$ cat src/rtl/mod_cfg_sequencer_pkg.sv
// Shared types and constants for the modulator configuration sequencer:
// register map, ctrl bit layout, register widths and FSM state encoding.
package mod_seq_pkg;

    localparam int FREQ_W = 24;
    localparam int IDX_W  = 16;
    localparam int CTRL_W = 4;

    localparam logic [2:0] ADDR_FREC_MOD = 3'd0;
    localparam logic [2:0] ADDR_FREC_POR = 3'd1;
    localparam logic [2:0] ADDR_IM_AM    = 3'd2;
    localparam logic [2:0] ADDR_IM_FM    = 3'd3;
    localparam logic [2:0] ADDR_CTRL     = 3'd4;

    localparam int CTRL_FM_AM    = 0;
    localparam int CTRL_SRC_LSB  = 1;
    localparam int CTRL_COMP_DAC = 3;

    typedef enum logic [1:0] {
        ST_IDLE,
        ST_WAIT_TICK,
        ST_FLUSH,
        ST_SETTLE
    } seq_state_t;

endpackage

$ cat src/rtl/mod_cfg_sequencer_sample_tick_gen.sv
// Sample-rate strobe generator: counts 0..DIV-1, strobes on the last count,
// and parks the counter at zero while i_hold is asserted.
module sample_tick_gen #(
    parameter int DIV = 8
) (
    input  logic i_clk,
    input  logic i_rst,
    input  logic i_hold,
    output logic o_val_in,
    output logic o_last
);

    localparam int               CNT_W    = $clog2(DIV);
    localparam logic [CNT_W-1:0] CNT_LAST = CNT_W'(DIV - 1);

    logic [CNT_W-1:0] r_cnt;

    always_ff @(posedge i_clk or posedge i_rst) begin
        if (i_rst) begin
            r_cnt <= '0;
        end else if (i_hold || (r_cnt == CNT_LAST)) begin
            r_cnt <= '0;
        end else begin
            r_cnt <= r_cnt + CNT_W'(1);
        end
    end

    assign o_last   = (r_cnt == CNT_LAST);
    assign o_val_in = o_last && !i_hold;

endmodule

$ cat src/rtl/mod_cfg_sequencer.sv
// Modulator configuration sequencer: shadow/active parameter commit on a sample
// boundary, datapath flush and muted settle on mode/source change.
// Optional combinational readback of the active registers: MODSEQ_READBACK_EN.
//
// state     | meaning
// IDLE      | active config stable, output live
// WAIT_TICK | commit accepted, waiting for the sample boundary to apply
// FLUSH     | datapath held in reset after a mode/source change
// SETTLE    | output muted until the filter chain has produced fresh samples
module mod_cfg_sequencer
    import mod_seq_pkg::*;
#(
    parameter int DIV            = 8,
    parameter int FLUSH_CYC      = 4,
    parameter int SETTLE_SAMPLES = 32
) (
    input  logic              clk,
    input  logic              rst,
    input  logic              wr_en,
    input  logic [2:0]        wr_addr,
    input  logic [FREQ_W-1:0] wr_data,
    input  logic              commit,
    input  logic              dp_val_out,
`ifdef MODSEQ_READBACK_EN
    input  logic [2:0]        rd_addr,
    output logic [FREQ_W-1:0] rd_data,
`endif
    output logic              val_in,
    output logic              dp_rst,
    output logic [FREQ_W-1:0] frec_mod,
    output logic [FREQ_W-1:0] frec_por,
    output logic [IDX_W-1:0]  im_am,
    output logic [IDX_W-1:0]  im_fm,
    output logic              c_fm_am,
    output logic [1:0]        c_source,
    output logic              c_comp_dac,
    output logic              mute,
    output logic              busy
);

    localparam int               FL_W     = $clog2(FLUSH_CYC + 1);
    localparam logic [FL_W-1:0]  FL_LOAD  = FL_W'(FLUSH_CYC - 1);
    localparam int               SET_W    = $clog2(SETTLE_SAMPLES + 1);
    localparam logic [SET_W-1:0] SET_LAST = SET_W'(SETTLE_SAMPLES - 1);

    seq_state_t        r_state, w_state_nxt;
    logic              r_pending, w_pending_nxt;
    logic [FL_W-1:0]   r_flush_cnt, w_flush_nxt;
    logic [SET_W-1:0]  r_settle_cnt, w_settle_nxt;
    logic              r_mute, r_busy, r_dp_rst;
    logic              w_tick_last, w_apply, w_struct_chg, w_to_idle;

    logic [FREQ_W-1:0] r_sh_frec_mod, r_sh_frec_por, r_frec_mod, r_frec_por;
    logic [IDX_W-1:0]  r_sh_im_am, r_sh_im_fm, r_im_am, r_im_fm;
    logic [CTRL_W-1:0] r_sh_ctrl, r_ctrl;

    sample_tick_gen #(.DIV(DIV)) u_tick (
        .i_clk    (clk),
        .i_rst    (rst),
        .i_hold   (r_state == ST_FLUSH),
        .o_val_in (val_in),
        .o_last   (w_tick_last)
    );

    assign w_apply      = (r_state == ST_WAIT_TICK) && w_tick_last;
    assign w_struct_chg = {r_sh_ctrl[CTRL_SRC_LSB +: 2], r_sh_ctrl[CTRL_FM_AM]}
                       != {r_ctrl[CTRL_SRC_LSB +: 2], r_ctrl[CTRL_FM_AM]};

    always_ff @(posedge clk or posedge rst) begin
        if (rst) begin
            r_sh_frec_mod <= '0;
            r_sh_frec_por <= '0;
            r_sh_im_am    <= '0;
            r_sh_im_fm    <= '0;
            r_sh_ctrl     <= '0;
        end else if (wr_en) begin
            case (wr_addr)
                ADDR_FREC_MOD: r_sh_frec_mod <= wr_data;
                ADDR_FREC_POR: r_sh_frec_por <= wr_data;
                ADDR_IM_AM:    r_sh_im_am    <= wr_data[IDX_W-1:0];
                ADDR_IM_FM:    r_sh_im_fm    <= wr_data[IDX_W-1:0];
                ADDR_CTRL:     r_sh_ctrl     <= wr_data[CTRL_W-1:0];
                default:       ;
            endcase
        end
    end

    // A write landing on the apply edge stays in shadow: active samples the old value.
    always_ff @(posedge clk or posedge rst) begin
        if (rst) begin
            r_frec_mod <= '0;
            r_frec_por <= '0;
            r_im_am    <= '0;
            r_im_fm    <= '0;
            r_ctrl     <= '0;
        end else if (w_apply) begin
            r_frec_mod <= r_sh_frec_mod;
            r_frec_por <= r_sh_frec_por;
            r_im_am    <= r_sh_im_am;
            r_im_fm    <= r_sh_im_fm;
            r_ctrl     <= r_sh_ctrl;
        end
    end

    always_comb begin
        w_state_nxt   = r_state;
        w_pending_nxt = r_pending;
        w_flush_nxt   = r_flush_cnt;
        w_settle_nxt  = r_settle_cnt;
        w_to_idle     = 1'b0;
        if (commit && (r_state != ST_IDLE)) w_pending_nxt = 1'b1;
        case (r_state)
            ST_IDLE: begin
                if (commit) w_state_nxt = ST_WAIT_TICK;
            end
            ST_WAIT_TICK: begin
                if (w_tick_last) begin
                    if (w_struct_chg) begin
                        w_state_nxt = ST_FLUSH;
                        w_flush_nxt = FL_LOAD;
                    end else begin
                        w_to_idle = 1'b1;
                    end
                end
            end
            ST_FLUSH: begin
                if (r_flush_cnt == '0) begin
                    w_state_nxt  = ST_SETTLE;
                    w_settle_nxt = '0;
                end else begin
                    w_flush_nxt = r_flush_cnt - FL_W'(1);
                end
            end
            ST_SETTLE: begin
                if (dp_val_out) begin
                    if (r_settle_cnt == SET_LAST) w_to_idle = 1'b1;
                    else w_settle_nxt = r_settle_cnt + SET_W'(1);
                end
            end
            default: w_state_nxt = ST_SETTLE;
        endcase
        // A commit seen while busy (including this very cycle) re-arms instead of idling.
        if (w_to_idle) begin
            if (w_pending_nxt) begin
                w_state_nxt   = ST_WAIT_TICK;
                w_pending_nxt = 1'b0;
            end else begin
                w_state_nxt = ST_IDLE;
            end
        end
    end

    always_ff @(posedge clk or posedge rst) begin
        if (rst) begin
            r_state      <= ST_SETTLE;
            r_pending    <= 1'b0;
            r_flush_cnt  <= '0;
            r_settle_cnt <= '0;
            r_mute       <= 1'b1;
            r_busy       <= 1'b1;
            r_dp_rst     <= 1'b0;
        end else begin
            r_state      <= w_state_nxt;
            r_pending    <= w_pending_nxt;
            r_flush_cnt  <= w_flush_nxt;
            r_settle_cnt <= w_settle_nxt;
            r_mute       <= (w_state_nxt == ST_FLUSH) || (w_state_nxt == ST_SETTLE);
            r_busy       <= (w_state_nxt != ST_IDLE);
            r_dp_rst     <= (w_state_nxt == ST_FLUSH);
        end
    end

`ifdef MODSEQ_READBACK_EN
    always_comb begin
        rd_data = '0;
        case (rd_addr)
            ADDR_FREC_MOD: rd_data = r_frec_mod;
            ADDR_FREC_POR: rd_data = r_frec_por;
            ADDR_IM_AM:    rd_data = {{(FREQ_W-IDX_W){1'b0}}, r_im_am};
            ADDR_IM_FM:    rd_data = {{(FREQ_W-IDX_W){1'b0}}, r_im_fm};
            ADDR_CTRL:     rd_data = {{(FREQ_W-CTRL_W){1'b0}}, r_ctrl};
            default:       rd_data = '0;
        endcase
    end
`endif

    assign dp_rst     = r_dp_rst;
    assign mute       = r_mute;
    assign busy       = r_busy;
    assign frec_mod   = r_frec_mod;
    assign frec_por   = r_frec_por;
    assign im_am      = r_im_am;
    assign im_fm      = r_im_fm;
    assign c_fm_am    = r_ctrl[CTRL_FM_AM];
    assign c_source   = r_ctrl[CTRL_SRC_LSB +: 2];
    assign c_comp_dac = r_ctrl[CTRL_COMP_DAC];

endmodule

$ cat config.mk
export PLATFORM = sky130hd
export DESIGN_NAME = mod_cfg_sequencer
export DESIGN_NICKNAME = d
export VERILOG_FILES = /design/src/rtl/mod_cfg_sequencer_pkg.sv /design/src/rtl/mod_cfg_sequencer_sample_tick_gen.sv /design/src/rtl/mod_cfg_sequencer.sv
export SDC_FILE = /design/constraint.sdc
export NUM_CORES = 1
export LEC_CHECK = 0
export ABC_AREA = 0
export CORE_ASPECT_RATIO = 0.7
export CORE_MARGIN = 2
export CORE_UTILIZATION = 53
export DETAILED_ROUTE_END_ITERATION = 8
export PLACE_DENSITY = 0.8
export SLEW_MARGIN = 20
export SYNTH_ARGS = -nofsm -noshare
export SYNTH_HDL_FRONTEND = slang
export SYNTH_SLANG_ARGS = --single-unit
$ cat constraint.sdc
create_clock -name clk -period 8.2 [get_ports clk]
set_input_delay 2.05 -clock clk [delete_from_list [all_inputs] [get_ports clk]]
set_output_delay 2.05 -clock clk [all_outputs]
set_load 0.01 [all_outputs]
==> results.md <==
* Critical-path cell list: nor2b_1 -> nor2b_1 -> clkdlybuf4s50_1
* Final Skew at 10.8 ps
* Final worst path period need at 4140 ps
* Dpl hpwl at 9320 um
* PortBufs at 119
* Element type at the critical path start: register
* Crit path kind: reg -> out
* Max-cap viol count at 0
* Antenna Diode Count at 0
* Fin Setup TNS at 0 ps
* Max Fclk at 242 MHz
* First drt pass iteration count at 4
* Worst Path Max Fanout at 10
* Pleak at 3.99 nW
* GR Util All Layers at 20.7%
* Routed WL per cell at 18.3 um
* Seq cells post-synth at 186
* Post-synth cell types at 37
* Avg Inst Size Synth at 15.8 um2
* TritonCTS Buffers at 17
* Slew at the pin with the worst max-slew slack at 940 ps
* Crit end category: output port
* Number of global-route vias before repair at 4324
* CTS Sinks at 186
* Clock tree buffer depth at 2
* WL final at 14200 um
* Post-Syn Instances at 457
* VDD IR-drop max at 173 uV
* Pins Over Slew Limit at 0
* Core Util, Final at 68.9%
* CTS tree: done
* Post-CTS Setup Bufs at 0
* Sequential-to-total area share from yosys stat at 64.7%
* GPL Wtd Cong at 0.766
* CP dominant cell by count: nor2b_1
* Synth Net Count at 494
* Initial antenna violation count at 0
* Area share of the largest cell type after synthesis at 63.2%
* Synth area leaders: dfrtp_1 63%, mux2_2 26%, dfstp_2 1.5%, buf_2 0.97%, ha_1 0.87%
* PwrDens at 348 mW/mm2
* Worst rel slew slack at 37.3%
* Post-CTS resize count at 0
* Synth Cell Area at 0.00720 mm2
* Ys Warns at 0
* Starting DRT DRC Count at 143
* Routed vias at 4080
* Final setup viols at 0
* Hold-fix buffers, CTS at 0
* DRC at 0
* Row cnt at 35
* Max stage delay on crit path at 610 ps
* Die width at 143 um
* Layout filler cell count at 911
* RSZ-0062 raised after global routing: no
* First-pass GRT wire length at 22700 um
* Clock transition at path regs at 70 ps
* Critical Path RT at 6150 ps
* CTS Root Cell: clkbuf_16
* Hold Path Class: reg -> reg
* Routed Antenna Nets at 0
* Ports at 120
* Die area at 0.0146 mm2
* Total gr overflow at 0
* Crit path DAT at 2090 ps
* Status: finished, final reports clean
* Largest net degree at the start of global routing at 107
* CORE AREA at 0.0132 mm2
* Worst skew pair latency at 420 ps
* Final worst-path cycle share at 50.5%
* Slowest-stage cell, CP: dfstp_2
* Final hold violations at 0
* Nets at 615
* Layout Area Growth over Synthesis at 26.5%
* Via-to-Cell Ratio at 5.26
* Die height at 102 um
* Fraction of layout cells with a size suffix above 1 at 35.7%
* Starting Density at 54.5%
* Dominant cell type by area after synthesis: dfrtp_1
* CTS H-tree lvls at 4
-- metrics by stage --
stage	power (mW)	std cells	cell area, um2	setup WS, ps	hold slack (ps)
2_1_floorplan	1.89	457	7200	1100	415
3_3_place_gp	2.36	744	8540	3970	427
3_5_place_dp	2.42	744	8540	3890	452
4_1_cts	3.21	776	9110	4020	461
5_1_grt	3.35	776	9110	3940	492
6_report	3.17	776	9110	4060	455
-- path summary, 6_finish.rpt --
path / start / to / slack, ps / cells past startpoint
max in group asynchronous: rst / frec_mod[15] / 4710 / 3
min in group asynchronous: rst / frec_por[22] / 2230 / 2
worst max-delay path: r_state[1] / val_in / 4060 / 3
worst min register to register: u_tick.r_cnt[0] / u_tick.r_cnt[0] / 460 / 1
worst max register to register: u_tick.r_cnt[0] / r_flush_cnt[0] / 4950 / 7
worst min-delay path: u_tick.r_cnt[0] / u_tick.r_cnt[0] / 460 / 1
-- cell usage in the layout (no fill, tap or decap), types with 2 or more instances in the layout --
master           Yosys  routed
a21o_1               3       3
a21oi_1              5       5
and3_1               2       2
buf_4                3       3
clkbuf_1             2       2
clkbuf_16            0      17
clkdlybuf4s50_1      0     119
clkinv_4             0       2
clkinvlp_4           0       5
dfrtp_1            182     182
dfstp_2              4       4
ha_1                 5       5
inv_1                6       5
inv_6                0       4
mux2_2             167     167
nand2_1              9       9
nand3_1              5       5
nand3b_1             2       2
nand4b_1             2       2
nor2_1               4       4
nor2_2               2       2
nor2b_1              4       4
nor3_1               3       3
nor3b_1              2       2
o21a_1               2       2
o21ai_0              8       8
or3_1                4       4
xnor2_1              3       3
-- routing by layer --
layer / GRT usage, % / up-vias / wire, um
li1: - / 1855 / -
met1: 27.1 / 2108 / 6370
met2: 33.8 / 101 / 7000
met3: 5.63 / 16 / 730
met4: 7.69 / 0 / 131
met5: 0 / - / 0
-- synthesized netlist by cell type, drive strengths merged --
| cell type | n |
|---|---|
| clkbuf | 2 |
| inv | 6 |
| nor3b | 3 |
| nand4 | 1 |
| ha | 5 |
| nand3b | 2 |
| nor2 | 6 |
| mux2 | 168 |
| nand2b | 1 |
| a32oi | 1 |
| o21a | 2 |
| buf | 19 |
| dfstp | 4 |
| and3 | 2 |
| nand2 | 9 |
| nand4b | 2 |
| o31ai | 1 |
| nor3 | 3 |
| a21o | 3 |
| o21ai | 8 |
| a31oi | 1 |
| and4bb | 1 |
| and3b | 1 |
| xnor2 | 3 |
| a21boi | 1 |
| or3 | 4 |
| o21bai | 1 |
| nor2b | 4 |
| nand3 | 5 |
| a21oi | 5 |
| dfrtp | 182 |
| o2bb2ai | 1 |
-- logic make-up after synthesis --
family                   synth area share, %
adder cells (fa/ha/maj)                0.869
XOR/XNOR                               0.365
AO/OA/AOI/OAI                           2.15
AND/OR/NAND/NOR                         3.63
buffers and inverters                   2.02
multiplexers                            26.3
flip-flops                              64.7
-- cell type report --
cell class	instances	area [um2]	area share [%]
inverter	6	27.5	0.302
tap	185	231	2.54
multi-input combinational	244	2400	26.4
clock buffer	20	447	4.90
sequential	186	4660	51.1
timing repair buffer	123	1220	13.4
clock inverter	12	116	1.28
-- critical path: cells and delay by family (launching register included) --
family | cells | cell delay [ps]
buffers and inverters | 1 | 500
AND/OR/NAND/NOR | 2 | 560
flip-flops | 1 | 610
-- report_power, final --
group	switching, mW	leakage, nW	internal, mW
registers	0.191	2.28	1.24
clock network	0.342	0.260	0.430
logic	0.368	1.45	0.607
-- registers in the layout, indices dropped and copies added, names as in the netlist, 2 cells and up --
name,cells
frec_mod,24
r_settle_cnt,6
r_sh_im_am,16
r_sh_ctrl,4
u_tick.r_cnt,3
r_flush_cnt,3
im_am,16
r_ctrl,4
r_state,2
im_fm,16
r_sh_frec_por,24
r_sh_frec_mod,24
r_sh_im_fm,16
frec_por,24
Power figures use the tool's default switching activity.
